--- config.mk ---
export PLATFORM = sky130hd
export DESIGN_NAME = ex_issue_stage
export DESIGN_NICKNAME = d
export VERILOG_FILES = /design/src/rtl/ex_issue_stage.sv
export SDC_FILE = /design/constraint.sdc
export NUM_CORES = 1
export LEC_CHECK = 0
export CORE_MARGIN = 1.5
export CORE_UTILIZATION = 40
export CTS_BUF_LIST = sky130_fd_sc_hd__clkbuf_8
export DETAILED_ROUTE_END_ITERATION = 12
export HOLD_SLACK_MARGIN = 0.02
export PLACE_DENSITY = 0.85
export SETUP_SLACK_MARGIN = 0.15
export SLEW_MARGIN = 40
export SYNTH_ARGS = -nofsm -noshare
export SYNTH_HDL_FRONTEND = slang
export SYNTH_SLANG_ARGS = --single-unit
--- constraint.sdc ---
create_clock -name clk -period 1.91 [get_ports clk]
set_input_delay 0.2865 -clock clk [delete_from_list [all_inputs] [get_ports clk]]
set_output_delay 0.2865 -clock clk [all_outputs]
set_load 0.01 [all_outputs]
--- src/rtl/ex_issue_stage.sv ---
// ID/EX pipeline register feeding a 16-bit ripple ALU: latches decoded fields,
// derives per-slice ALU controls, forwards operands and raises load-use stalls.
module ex_issue_stage #(
  parameter int WIDTH  = 16,
  parameter int REG_AW = 2
) (
  input  logic              clk,
  input  logic              rst_n,
  input  logic              stall,
  input  logic              flush,
  input  logic              id_valid,
  input  logic [3:0]        id_opcode,
  input  logic [REG_AW-1:0] id_rs,
  input  logic [REG_AW-1:0] id_rt,
  input  logic [REG_AW-1:0] id_rd,
  input  logic [WIDTH-1:0]  id_rs_data,
  input  logic [WIDTH-1:0]  id_rt_data,
  input  logic [WIDTH-1:0]  id_imm,
  input  logic              exm_wr_en,
  input  logic [REG_AW-1:0] exm_rd,
  input  logic [WIDTH-1:0]  exm_result,
  input  logic              mwb_wr_en,
  input  logic [REG_AW-1:0] mwb_rd,
  input  logic [WIDTH-1:0]  mwb_data,
  output logic              hazard_stall,
  output logic              ex_valid,
  output logic [WIDTH-1:0]  ex_a,
  output logic [WIDTH-1:0]  ex_b,
  output logic [WIDTH-1:0]  ex_store_data,
  output logic [1:0]        ex_op,
  output logic              ex_binvert,
  output logic              ex_carryin,
  output logic [REG_AW-1:0] ex_rd,
  output logic              ex_reg_write,
  output logic              ex_mem_read,
  output logic              ex_mem_write,
  output logic              ex_branch
);
  localparam logic [3:0] OP_ADD = 4'd0, OP_SUB = 4'd1, OP_AND = 4'd2, OP_OR  = 4'd3,
                         OP_SLT = 4'd4, OP_ADDI = 4'd5, OP_LW = 4'd6, OP_SW = 4'd7,
                         OP_BEQ = 4'd8;

  typedef struct packed {
    logic              valid;
    logic [1:0]        op;
    logic              binv;
    logic [REG_AW-1:0] rd;
    logic              regw;
    logic              memr;
    logic              memw;
    logic              br;
    logic              use_imm;
    logic [REG_AW-1:0] rs;
    logic [REG_AW-1:0] rt;
    logic [WIDTH-1:0]  rs_data;
    logic [WIDTH-1:0]  rt_data;
    logic [WIDTH-1:0]  imm;
  } ex_reg_t;

  ex_reg_t dec, ex_d, ex_q;
  logic    regw_raw, reads_rt;

  always_comb begin
    dec      = '0;
    regw_raw = 1'b0;
    reads_rt = 1'b0;
    dec.valid   = 1'b1;
    dec.rs      = id_rs;
    dec.rt      = id_rt;
    dec.rs_data = id_rs_data;
    dec.rt_data = id_rt_data;
    dec.imm     = id_imm;
    dec.rd      = (id_opcode == OP_ADDI || id_opcode == OP_LW) ? id_rt : id_rd;
    case (id_opcode)
      OP_ADD:  begin dec.op = 2'b10;                   regw_raw = 1'b1; reads_rt = 1'b1; end
      OP_SUB:  begin dec.op = 2'b10; dec.binv = 1'b1;  regw_raw = 1'b1; reads_rt = 1'b1; end
      OP_AND:  begin dec.op = 2'b00;                   regw_raw = 1'b1; reads_rt = 1'b1; end
      OP_OR:   begin dec.op = 2'b01;                   regw_raw = 1'b1; reads_rt = 1'b1; end
      OP_SLT:  begin dec.op = 2'b11; dec.binv = 1'b1;  regw_raw = 1'b1; reads_rt = 1'b1; end
      OP_ADDI: begin dec.op = 2'b10; dec.use_imm = 1'b1; regw_raw = 1'b1; end
      OP_LW:   begin dec.op = 2'b10; dec.use_imm = 1'b1; regw_raw = 1'b1; dec.memr = 1'b1; end
      OP_SW:   begin dec.op = 2'b10; dec.use_imm = 1'b1; dec.memw = 1'b1; reads_rt = 1'b1; end
      OP_BEQ:  begin dec.op = 2'b10; dec.binv = 1'b1;  dec.br = 1'b1;   reads_rt = 1'b1; end
      default: ;
    endcase
    // Writes to register 0 are architecturally dropped.
    dec.regw = regw_raw & (dec.rd != '0);
  end

  assign hazard_stall = id_valid & ex_q.valid & ex_q.memr & (ex_q.rd != '0) &
                        ((ex_q.rd == id_rs) | ((ex_q.rd == id_rt) & reads_rt));

  always_comb begin
    ex_d = ex_q;
    if (flush)                           ex_d = '0;
    else if (stall)                      ex_d = ex_q;
    else if (hazard_stall || !id_valid)  ex_d = '0;
    else                                 ex_d = dec;
  end

  always_ff @(posedge clk or negedge rst_n) begin
    if (!rst_n) ex_q <= '0;
    else        ex_q <= ex_d;
  end

  logic [WIDTH-1:0] fwd_a, fwd_b;

  // EX/MEM is the younger producer, so it takes precedence over MEM/WB.
  always_comb begin
    fwd_a = ex_q.rs_data;
    if (ex_q.rs == '0)                         fwd_a = '0;
    else if (exm_wr_en && exm_rd == ex_q.rs)   fwd_a = exm_result;
    else if (mwb_wr_en && mwb_rd == ex_q.rs)   fwd_a = mwb_data;
  end

  always_comb begin
    fwd_b = ex_q.rt_data;
    if (ex_q.rt == '0)                         fwd_b = '0;
    else if (exm_wr_en && exm_rd == ex_q.rt)   fwd_b = exm_result;
    else if (mwb_wr_en && mwb_rd == ex_q.rt)   fwd_b = mwb_data;
  end

  assign ex_valid      = ex_q.valid;
  assign ex_a          = fwd_a;
  assign ex_b          = ex_q.use_imm ? ex_q.imm : fwd_b;
  assign ex_store_data = fwd_b;
  assign ex_op         = ex_q.op;
  assign ex_binvert    = ex_q.binv;
  assign ex_carryin    = ex_q.binv;
  assign ex_rd         = ex_q.rd;
  assign ex_reg_write  = ex_q.regw;
  assign ex_mem_read   = ex_q.memr;
  assign ex_mem_write  = ex_q.memw;
  assign ex_branch     = ex_q.br;
endmodule

==> results.txt, run 1 <==
Per-cell routed wire length: 22.63 µm. Via count of the first global-routing pass: 4,499. The run finished, with violations left.

At the end of routability-driven placement, the weighted congestion stood at 0.9489. Height of the die: 100.4 µm. Counting flops and latches in the post-synthesis netlist gives 63.

The final critical path time including I/O delays and setup was 2.687 ns; the remaining number of nets flagged by the antenna check after routing was 0. Before antenna repair, the detailed router went through 5 iterations. The post-route netlist has 49.85% of its cells at a drive strength greater than 1. Sequential cells were found to cover 41.54% of the synthesized design area. The growth of design area from synthesis to finish was 98.71%; the top cell type's share of synthesized area was 41.54%.

Summed over all failing endpoints, the final setup total negative slack is -24.95 ns. The biggest area contributor in the post-synthesis netlist is dfrtp_1. Setup repair after global routing could not meet its margin everywhere. The floorplan step set the die width to 100.4 µm. After synthesis the cells add up to 3795 µm².

The floorplan has 35 rows. In this run the worst path has a maximum fanout of 6. Dividing the synthesized area by the synthesized cell count gives 9.857 µm². The later pin in the worst-skew pair is clocked with a latency of 0.34 ns. The total power of the final layout is 3.957 mW, and the max capacitance violation total is 0. Counting along the longest clock path gives a buffer depth of 2. The initial antenna violation count was 1; the pin slew with the least headroom to its limit was 0.4191 ns. The die covers 10,080 µm².

The detailed route wirelength on metal3 came out at 1.077 mm. The classification of the worst setup path was reg -> out. The worst setup path is launched from a flip-flop. During I/O placement, the number of pins put on the boundary was 161. Setup violations remaining at the end of the flow were counted as 48. The highest clock frequency the design can meet is 0.3721 GHz. Startpoint of the lowest-slack register-to-register path: ex_rd[1]. In this run the standard cell core region covers 9240 µm². In this run the top signal layer used is met4. Headroom to the max-slew limit came out at 72.03%. The number of buffers inserted by port buffering was 160; the CTS sink count was 63.

The detailed router put a total of 6.956 mm of wire on met1. The number of cells on the worst reg-to-reg path is 6. The smallest setup slack after layout was -0.7774 ns.

In the finished design, the share of the clock period the worst path needs comes to 140.7%. In the post-synthesis netlist, the biggest area contributors are dfrtp_1, a22o_1, mux2i_1. The initial detailed-routing violation count was 238; the met2 wire length was 9.038 mm. The analysis attributes to cell leakage a power of 3.483 nW.

The tools report the critical path data required time as 1.62 ns. The clock tree skew after final layout is 0.01242 ns. Tracing the worst setup path back leads to its startpoint at ex_q[48]. Entering global routing, the biggest net connects 64 pins. STA puts the critical path data arrival time at 2.40 ns. The checks that failed: setup timing. Detailed placement ended at an HPWL of 10.65 mm. The post-synthesis net count is 486, and the initial core utilization is 41.07%. The first global-routing pass estimated 24.62 mm of wire. Endpoint class of the critical path: an output pin.

Synthesis instantiated 38 different standard cells from the library. The logs give 0 for the number of pins exceeding their max-slew limit in the final report and 17.97 mm for the sum of routed wire length over all layers. The register clock-pin slew on the reported worst setup and hold paths is 0.08 ns, and the total routing usage reported by global routing is 31.72%. TritonCTS built the clock tree. After detailed routing, the number of remaining DRC violations is 0.

The number of vias in the routed layout is 4,674, and the number of buffers inserted during clock tree synthesis is 9. Yosys printed 0 warnings. The count of H-tree levels built during CTS came out at 3. The power per unit of standard cell area works out to 524.7 nW/µm². Root buffer cell: clkbuf_8.

The logs give 760 for the layout net count and 385 for the number of instances in the synthesized netlist. For the final number of hold-violating endpoints, the log shows 0. Summed over all layers, the global routing overflow is 0. In this run the worst hold path is classified as in -> async. The maximum vdd drop is 0.5324 mV. The via density per instance is 5.887.
==> where the power goes <==
part / total, mW / switching, mW / internal [mW] / leakage, nW
Sequential: 1.43 / 0.0484 / 1.38 / 0.853
Clock: 1.18 / 0.578 / 0.605 / 0.0933
Combinational: 1.34 / 0.617 / 0.727 / 2.54
==> through the flow <==
| stage | hold slack (ns) | cell area, µm² | cells | util, % | worst slack, ns |
|---|---|---|---|---|---|
| floorplan | -0.009091 | 3940 | 385 | - | -0.008772 |
| global placement | 0.3188 | 6276 | 723 | 67.92 | -1.001 |
| detailed placement | 0.3273 | 6276 | 723 | 67.92 | -1.060 |
| CTS | 0.5013 | 7098 | 778 | 76.82 | -0.6949 |
| global route | 0.5122 | 7541 | 794 | 81.61 | -0.7944 |
| finish | 0.4641 | 7541 | 794 | 81.61 | -0.7774 |
==> critical path, stage by stage (launching register included) <==
cell      delay (ns)
dfrtp_1         0.42
buf_4           0.17
xnor2_2         0.20
and3_4          0.25
buf_6           0.12
buf_12          0.11
buf_4           0.13
a211oi_4        0.05
buf_4           0.15
o41ai_2         0.25
buf_2           0.20
==> flip-flops by register name, indices dropped and copies added, names as in the netlist <==
register,count
ex_valid,1
ex_mem_read,1
ex_rd,2
ex_q,53
ex_reg_write,1
ex_mem_write,1
ex_op,2
ex_branch,1
ex_binvert,1
==> what timing repair did <==
item	CTS	global route
setup endpoints to repair	51	112
resized for setup	297	61
setup buffers	35	14
pin swaps	42	38
endpoints found under the hold margin	63	0
hold buffers	1	0
cloned	3	1
==> final cells by class <==
cell class | instances | area [µm²]
repair buffers | 308 | 2800
multi-input cells | 276 | 2793
fillers | 521 | 1699
flip-flops and latches | 63 | 1583
well taps | 129 | 161.4
clock buffers | 9 | 123.9
clock inverters | 7 | 73.82
inverters | 1 | 3.754
diodes | 1 | 2.502
==> cells in the mapped netlist <==
cell type	number
a32o_1	5
mux2i_1	17
a21boi_0	1
nand3_1	3
inv_1	1
a22o_1	57
nor2b_1	4
o31ai_1	1
a21oi_2	1
and2_1	1
nor3_1	33
or3b_1	1
nor2_1	25
a21o_1	1
xor2_1	5
nor3b_1	1
a211oi_2	10
mux2_2	2
o41ai_1	6
o2bb2ai_1	1
a21oi_1	17
buf_2	9
o2111ai_1	1
buf_6	2
o22ai_1	16
dfrtp_1	63
a211oi_1	7
xor2_2	2
o41ai_2	10
a2111oi_0	1
o21ai_0	2
xnor2_1	7
nand2_1	35
nand2b_1	1
clkbuf_1	26
buf_4	6
and3_1	2
buf_1	2
==> cells in the final DEF (no fill, tap or decap), types with 3 or more instances in the layout <==
cell type          n
nor3_4             6
buf_6             24
a21oi_2           13
buf_2             47
a211oi_4          16
a21oi_1            4
a22o_1            57
o22ai_4           11
a32o_1             5
clkinvlp_4         3
nor3_2            20
dfrtp_1           58
o41ai_2           14
nand2_1           35
dlygate4sd2_1      7
buf_12            12
o22ai_2            5
clkdlybuf4s50_1  103
xor2_2             5
xnor2_2            4
clkbuf_8           9
dfrtp_2            5
buf_16             3
buf_4            107
nor2_1            24
nor3_1             7
mux2i_1           16
==> layer usage <==
layer / vias up / global-route usage (%)
li1: 1994 / -
met1: 2328 / 41.54
met2: 270 / 52.12
met3: 82 / 4.109
met4: 0 / 15.28
met5: - / 0
==> final timing paths <==
path | endpoint | slack (ns)
worst max-delay path | ex_b[8] | -0.78
worst min-delay path | ex_valid | 0.46
worst max register to register | ex_q[31] | 0.18
worst min register to register | ex_branch | 0.50
max in group asynchronous | ex_rd[0] | 1.12
min in group clk | ex_branch | 0.50
==> kinds of logic after synthesis <==
logic type | Yosys count | synth area share, %
buffers and inverters | 46 | 5.835
XOR/XNOR | 14 | 3.627
multiplexers | 19 | 5.077
AO/OA/AOI/OAI | 137 | 31.49
flip-flops | 63 | 41.54
AND/OR/NAND/NOR | 106 | 12.43
No activity file was read; power rests on OpenSTA's default activity.
==> inputs of run 2 (changes only) <==
PLACE_DENSITY = 0.86   (was 0.85)
==> results.txt, run 2 (same netlist as run 1, synthesis figures left out) <==
The tool flagged a number of max-cap violations equal to 0. The CTS sink count was 63; the register clock-pin slew on the reported worst setup and hold paths was 0.08 ns. In this run the core area contains 35 standard-cell rows. The filler cells instantiated in the layout total 500. The worst register-to-register path has a depth of 6.

Power spread over the standard cell area amounts to 564.2 nW/µm². Root buffer cell: clkbuf_8. Classification of the worst setup path: reg -> out. The top-level I/O count is 161.

The total inserted antenna cells came out at 0. From synthesis to final layout, the design area changed by 94.79%. The endpoint identified for the worst register-to-register timing path is ex_mem_write. IR analysis of the VDD net gives a maximum drop of 0.4772 mV. The run gives 4,509 as the number of vias in the routed layout.

The logs give -0.6406 ns for the smallest setup slack after layout and 4,514 for the via count of the first global-routing pass. ex_q holds more flip-flops than any other register. The detailed router put a total of 6.724 mm of wire on met1. The count of final setup violators is 48, and the proportion of layout cells with a drive suffix above 1 is 48.30%. The run gives 0 as the initial antenna violation count. Counting the buffers created by CTS gives 9. The remaining design rule violation count is 0, and the final number of hold-violating endpoints is 0. In the final design database the tool counted 742 nets. During placement, the flow inserted port buffers numbering 160. Routability-driven placement finished with a final weighted congestion of 0.8867.

The delay of the slowest critical-path stage is 0.43 ns. The final reports fail on setup timing. Entering global routing, the biggest net connects 64 pins.

For this block, the initial DRC count from the detailed router was 316. TritonCTS built the clock tree. Summed over all layers, the routed wires come to 17.49 mm. Clock latency on the worst-skew pair, taken at its later pin, is 0.35 ns. In this run the tightest slew margin relative to its limit is 67.04%. The logs give 2.26 ns for the worst endpoint data arrival time and 0.01269 ns for the clock tree skew after final layout. Slowest cell on the critical path: dfrtp_1.

The run gives 80.00% as the utilization after layout. For flop-to-flop paths, the worst setup slack is 0.21 ns. After global routing the overflow that remains totals 0. Wire segments on met2 add up to 8.883 mm in the final route. The worst min-delay path class is in -> async. The startpoint of the lowest-slack register-to-register path is ex_rd[1]. The run gives 0 as the number of pins exceeding their max-slew limit in the final report. The run gives 1.62 ns as the critical path data required time. The wire-length estimate of the detail-placed layout is 10.68 mm. Most common cell after layout, fill and taps aside: clkdlybuf4s50_1. Setup repair after global routing could not meet its margin everywhere. The tools report the detailed route wirelength on metal3 as 1.057 mm. The run finished, with violations left. Once the floorplan was initialized, standard cells occupied 41.07% of the core.

Counting along the longest clock path gives a buffer depth of 2. The final critical path time including I/O delays and setup works out to 2.551 ns. The category of the worst setup path launch point is a flip-flop.

The run gives 3.407 nW as the standby leakage power. The register with the most flip-flops in the layout has 53 of them. The minimum hold slack was 0.4279 ns. From bottom edge to top edge, the die measures 100.4 µm. In the final routed layout, each cell accounts on average for 22.57 µm.

Timing would allow up to 0.3921 GHz. The remaining number of nets flagged by the antenna check after routing was 0; the multi-input logic area was 2794 µm². In this run the worst setup path begins at ex_q[49].

In the layout the commonest cells are clkdlybuf4s50_1, buf_4, dfrtp_1. The H-tree was split into 3 levels. Of all nets on the critical path, the largest fanout is 6.

The most critical setup path has its endpoint at ex_b[12]. The wire length of the first global-routing pass is 24.65 mm, and the total routing usage reported by global routing is 32.12%. The die outline width was 100.4 µm. Dividing the detail-routed via count by the number of cells gives 5.818. The period utilization is 133.5%.

The pre-antenna-repair detailed-routing pass consisted of 4 iterations. The pin slew with the least headroom to its limit came out at 0.4945 ns. The cell seen most often among critical-path stages is buf_6. Traced cell by cell, the critical path runs through buf_4, xnor2_4, and3_4, buf_6, buf_12, a211oi_4, buf_6, o41ai_4, buf_2. Total area of sequential cells: 1582 µm². The die covers 10,080 µm².

The endpoint class of the critical path was an output pin. The top layer used by detailed routing was met4. The area of the core is 9240 µm².
-- run 2: metrics by stage --
stage          cell area, µm²  total power, mW  TNS [ns]  cells  worst slack [ns]
6_report                 7392            4.171    -23.20    775           -0.6406
4_1_cts                  7058            4.031    -21.59    766           -0.6169
3_5_place_dp             6248            2.406    -46.17    721            -1.060
3_3_place_gp             6248            2.376    -39.68    721           -0.9500
2_1_floorplan            3940            1.844  -0.08772    385         -0.008772
5_1_grt                  7392            4.306    -25.54    775           -0.6654
-- run 2: metal layers --
layer  GRT usage [%]  up-vias
met2           55.05      242
met1           39.39     2220
met3           5.362       75
li1                -     1972
met4           15.38        0
met5               0        -
-- run 2: worst min path at each step --
| stage | startpoint | to | slack [ns] |
|---|---|---|---|
| final | rst_n | ex_valid | 0.43 |
| after global routing | rst_n | ex_valid | 0.46 |
| after CTS | rst_n | ex_valid | 0.43 |
| after detailed placement | rst_n | ex_valid | 0.26 |
| after global placement | rst_n | ex_valid | 0.26 |
| after floorplan | rst_n | ex_binvert | -0.009 |
-- run 2: layout make-up --
type | instances | share of cell area, %
Inverter | 1 | 0.05078
Tap cell | 129 | 2.183
Sequential cell | 63 | 21.39
Multi-Input combinational cell | 276 | 37.80
Timing Repair Buffer | 290 | 35.27
Clock inverter | 7 | 1.625
Clock buffer | 9 | 1.676
-- run 2: worst max-delay path: cells and delay by family (launching register included) --
family | cells | cell delay [ns]
DFF | 1 | 0.43
AOI/OAI and AO/OA | 2 | 0.29
and+or+nand+nor | 1 | 0.23
buffers and inverters | 5 | 0.77
xor gates and xnor gates | 1 | 0.17
-- run 2: repair_timing --
item | 4_1_cts | 5_1_grt
hold buffers | 1 | 0
cloned | 4 | 1
setup buffers | 24 | 8
pin swaps | 45 | 25
endpoints found under the setup margin | 90 | 88
gates resized for setup | 312 | 48
endpoints found under the hold margin | 19 | 0
-- run 2: power by group --
part	internal [mW]	total [mW]	switching, mW
logic	0.687	1.30	0.613
clock network	0.871	1.44	0.574
registers	1.38	1.43	0.0450
==> inputs of run 3 (changes only) <==
CORE_UTILIZATION = 48   (was 40)
DONT_BUFFER_PORTS = 1   (was not set)
PLACE_DENSITY = 0.72   (was 0.86)
==> results.txt, run 3 (same netlist as run 1, synthesis figures left out) <==
The worst setup path is launched from a flip-flop. The library cells used most frequently in the layout, excluding fill and tap cells, are buf_4, dfrtp_1, a22o_1. Startpoint of the lowest-slack register-to-register path: ex_rd[1].

The first-pass detailed-route iteration total came out at 4. The worst hold path begins at id_imm[0]. The tools report the remaining number of nets flagged by the antenna check after routing as 0. By instance count, the cell type seen most on the critical path is buf_4. Registers take 1579 µm². Across the run, the number of max-cap violations was 0. The classification of the worst setup path is reg -> out. The checks that failed: setup timing. Summed over all nets, the switching power comes to 0.9932 mW. Count of final setup violators: 48. The remaining design rule violation count was 0. The worst hold path terminates at ex_q[0]. The clock passes through at most 2 buffers. For this run, the post-layout net count is 544. After detailed placement, the total cell area comes to 4548 µm².

Reg-to-reg endpoint: ex_q[43]. Once the floorplan was initialized, standard cells occupied 49.37% of the core. The minimum hold slack came out at 0.07031 ns. The initial antenna violation count was 0; the final global-route overflow total was 0. Dividing the detail-routed wire length by the instance count gives 22.87 µm. The multi-input logic area came out at 2485 µm².

The highest clock frequency the design can meet came out at 0.4121 GHz. The number of buffers and inverters on the critical path is 3. Setup repair after global routing could not meet its margin everywhere.

The number of clock buffers added by TritonCTS is 9. The area growth from synthesis to layout is 39.27%. For the worst setup path, the data arrival time is 2.14 ns. The number of antenna diodes in the final layout is 0. Power comes to 3.239 mW. The worst register-to-register path has a setup slack of 0.20 ns. At the pin with the least slew margin, the transition time is 0.4718 ns. The total routing usage reported by global routing was 27.76%. Summed over all layers, the routed wires come to 12.58 mm. After routing the design area is 5285 µm². The share of total power dissipated in sequential elements is 44.1%. The die outline width was 91.92 µm.

Measured against its own limit, the worst slew margin works out to 68.54%. At the placement stage, the worst setup path has a slack of -0.2964 ns. Across the routed clock network, the largest skew measured is 0.01090 ns. Internal power comes to 2.245 mW. TritonCTS built the clock tree. The clock power share was 32.6%.

The worst setup path is captured at an output pin. The floorplan step defined a die boundary enclosing 8448 µm². Cells with a size suffix above 1 make up 40.63% of the layout.

For this design the top-level I/O count stands at 161. The cell depth of the worst hold path was 1. For the smallest setup slack after layout, the log shows -0.5165 ns. Walking the worst path, the cells encountered are xor2_2, or3b_4, buf_6, a211oi_4, buf_4, nor3_2, buf_4. The initial detailed-routing violation count came out at 175. Power spread over the standard cell area amounts to 612.8 nW/µm².

Grouping stages by cell kind, the critical path spends the most delay in simple AND/OR/NAND/NOR gates. The first global-routing pass estimated 18.11 mm of wire. The run gives 3,498 as the number of vias in the routed layout.

At the end of routability-driven placement, the weighted congestion stood at 0.8623. Clock-pin slew was measured on the worst setup and hold paths at 0.08 ns. The maximum net fanout on the critical path was 4; the post-DP HPWL was 8.375 mm.

At the later pin of the worst-skew pair, clock insertion delay measures 0.34 ns. The region available for standard cell placement spans 7687 µm². Combinational fraction of design power: 23.3%. The via count of the first global-routing pass was 3,338; the number of buffers inserted by port buffering was 0.

The largest single stage delay on the critical path is 0.43 ns. The worst min-delay path class was in -> reg. CTS built an H-tree with a depth of 3. For the critical path data required time, the log shows 1.62 ns. Entering global routing, the biggest net connects 64 pins. The tools report the final number of hold-violating endpoints as 0.

More flip-flops sit in one register than any other, and that register is ex_q. The run finished, with violations left. The run gives 63 as the CTS sink count.

The layout has 590 filler cells. The share of total power consumed by net switching is 30.67%. Summed over all cells, the static leakage comes to 2.400 nW.

The via density per instance was 6.360. The number of pins exceeding their max-slew limit in the final report is 0. The period utilization was 127.0%.

The cell sitting at the root of the clock tree is a clkbuf_8. The floorplan has 32 rows. Cells fill 68.75% of the core in the end.

For the finished layout, the period the worst path requires is 2.427 ns. The slowest cell on the critical path was or3b_4. The register with the most flip-flops in the layout has 53 of them. The floorplan step set the die height to 91.92 µm. IR analysis of the VDD net gives a maximum drop of 0.4341 mV. Most common cell after layout, fill and taps aside: buf_4. The worst register-to-register path has a depth of 5.
[run 3: cell count changes in the layout (fill, tap and decap cells not counted), moves of 4 or more]
cell             before  now
clkdlybuf4s50_1     101    0
buf_2                46    0
buf_4                96   71
buf_6                24    6
a21oi_1               3   17
a21oi_2              12    0
o22ai_4              10    0
nor3_1                5   14
o22ai_1               0    9
dlygate4sd2_1         8    0
nor3_2               19   13
o41ai_1               1    5
[run 3: worst max path at each step]
stage | from | endpoint | slack, ns | depth (start not counted)
after floorplan | ex_q[48] | ex_b[10] | -0.009 | 6
after global placement | ex_q[48] | ex_store_data[3] | -0.28 | 7
after detailed placement | ex_q[48] | ex_store_data[3] | -0.30 | 7
after CTS | ex_q[49] | ex_b[13] | -0.51 | 7
after global routing | ex_q[49] | ex_store_data[3] | -0.58 | 7
final | ex_q[49] | ex_store_data[3] | -0.52 | 7
[run 3: worst reg2reg max path, stage by stage (launching register included)]
cell and delay (ns):
dfrtp_2 0.50, xor2_2 0.23, o31ai_2 0.33, a21oi_4 0.11, buf_12 0.20, a22o_1 0.22
[run 3: area by class of cell]
type,count,share of cell area [%]
inverter,1,0.07102
tap,102,2.415
clock inverter,6,0.6866
sequential,63,29.88
multi-input combinational,276,47.02
clock buffer,10,2.604
timing repair buffer,92,17.33
[run 3: per-layer routing]
layer  track usage, %  vias up  wire length (µm)
met3            7.711       33              1103
met1            38.17     1724              5146
li1                 -     1564                 -
met4            9.103        0               413
met5                0        -                 0
met2            42.35      177              5913
[run 3: per-stage QoR]
stage / TNS [ns] / cells
2_1_floorplan: -0.08772 / 385
3_3_place_gp: -2.962 / 519
3_5_place_dp: -4.222 / 519
4_1_cts: -15.63 / 546
5_1_grt: -20.34 / 550
6_report: -16.85 / 550
[run 3: what timing repair did]
action / in CTS / in global routing
hold buffers: 2 / 0
cloned: 1 / 2
endpoints found under the setup margin: 102 / 102
hold endpoints to repair: 63 / 0
pin swaps: 24 / 6
setup buffers: 8 / 2
gates resized for setup: 30 / 34
[run 3: power by group through the flow]
stage | clock, mW | sequential, mW | combinational, mW
floorplan | 0 | 1.43 | 0.410
global placement | 0 | 1.45 | 0.565
detailed placement | 0 | 1.45 | 0.578
CTS | 1.06 | 1.42 | 0.675
global route | 1.14 | 1.43 | 0.803
finish | 1.06 | 1.43 | 0.753
==> RTL edit: new RTL, config.mk and constraints of run 1 <==
Set the parameter `WIDTH` to 18 (it was 16).
--- a/src/rtl/ex_issue_stage.sv
+++ b/src/rtl/ex_issue_stage.sv
@@ -1,7 +1,7 @@
 // ID/EX pipeline register feeding a 16-bit ripple ALU: latches decoded fields,
 // derives per-slice ALU controls, forwards operands and raises load-use stalls.
 module ex_issue_stage #(
-  parameter int WIDTH  = 16,
+  parameter int WIDTH  = 18,
   parameter int REG_AW = 2
 ) (
   input  logic              clk,
Ports: changed (8 resized); port bits go from 161 to 177. No check against the original RTL was run, so the function may have changed too.
==> RTL edit against run 1 <==
- the run still ends with setup timing left
- global-route usage increased by 0.47 points
- design area increased by 4.4%
- area after synthesis increased by 8.4%
- sequential cell count increased by 6
- routed wire length increased by 5.5%
- clock skew increased by 3.8 ps
- fmax increased by 1.1%
- worst setup slack improved by 29 ps
- critical path depth decreased by 2
- die area increased by 8.1%
- clock power increased by 7%
- total power increased by 5.5%
- sequential share of layout area increased by 1.0 points
- critical path type unchanged
- highest routed layer unchanged
==> RTL edit: results (changes against run 1) <==
[logic_synthesis]
synth_area_leaders = dfrtp_1, a22o_1, mux2i_1  ; unchanged
ys_seq_elements = 69  ; was 63
synth_cell_types = 37  ; was 38
synthTopCellsByCount = dfrtp_1, a22o_1, nand2_1  ; unchanged
syn-num-nets = 531  ; was 486

[critical_path]
startpoint = ex_q[54]  ; was ex_q[48]
reg2reg_setup_slack_ps = 90  ; was 180 ps
rr_endpoint = ex_q[37]  ; was ex_q[31]
worstPathArrival_ps = 2370  ; was 2400 ps

[layout]
final_layout_size_suffix_gt1_share_pct = 44.6  ; was 49.8%
buffers = 309  ; was 308
largest_reg_flops = 59  ; was 53
multi_input_area_share_pct = 36.3  ; was 37.0%
fill_cells = 547  ; was 521

[outcome]
outcome = finished with violations  ; unchanged
violations = setup timing  ; unchanged

[sta]
setup_slack_ps = -748  ; was -777 ps
setup_violations = 67  ; was 48
clock_skew_ps = 16.2  ; was 12.4 ps
holdWs_ps = 407  ; was 464 ps
worst_pin_slew_ps = 565  ; was 419 ps

[global_routing]
met2_usage_pct = 53.7  ; was 52.1%
grt_pass1_wl_um = 27400  ; was 24600 um

[placement]
gp_congestion = 0.936  ; was 0.949
dp.cells = 766  ; was 723
dpl.hpwl_um = 11500  ; was 10700 um
place_ws_ps = -1030  ; was -1060 ps

[power_and_ir_drop]
p_leak_nw = 3.64  ; was 3.48 nW
clkPwrFrac_pct = 30.1  ; was 29.9%

[routing]
drt-initial-drc-count = 317  ; was 238
routed_wl_um = 19000  ; was 18000 um
wl_met3_um = 1220  ; was 1080 um
vias = 4987  ; was 4674
routed-wl-met2_um = 9260  ; was 9040 um

[clock_network]
clock_latency_ps = 360  ; was 340 ps

[RTL edit: repair_timing]
action	in CTS	in global routing
endpoints found under the setup margin	55	100
resized for setup	315	35
hold buffers	1	0
setup buffers	35	4
hold endpoints to repair	69	0
cloned	7	1
pin swaps	56	29
[RTL edit: kinds of logic after synthesis]
| group | share of synthesized area, % |
|---|---|
| multiplexers | 5.17 |
| flip-flops | 42.0 |
| AND/OR/NAND/NOR | 12.5 |
| buffers and inverters | 5.41 |
| AO/OA/AOI/OAI | 31.6 |
| XOR/XNOR | 3.35 |
[RTL edit: per-stage QoR]
stage                     total power, W  area (um2)
after floorplan                  0.00201        4280
after global placement           0.00259        6770
after detailed placement         0.00262        6770
after CTS                        0.00406        7630
after global routing             0.00431        7870
final                            0.00418        7870
[RTL edit: worst max-delay path: cells and delay by family, from the launching register on]
kind / cells / cell delay, ps
buf+inv: 4 / 630
xor+xnor: 1 / 170
compound gates: 2 / 350
simple gates: 1 / 400
flops: 1 / 470
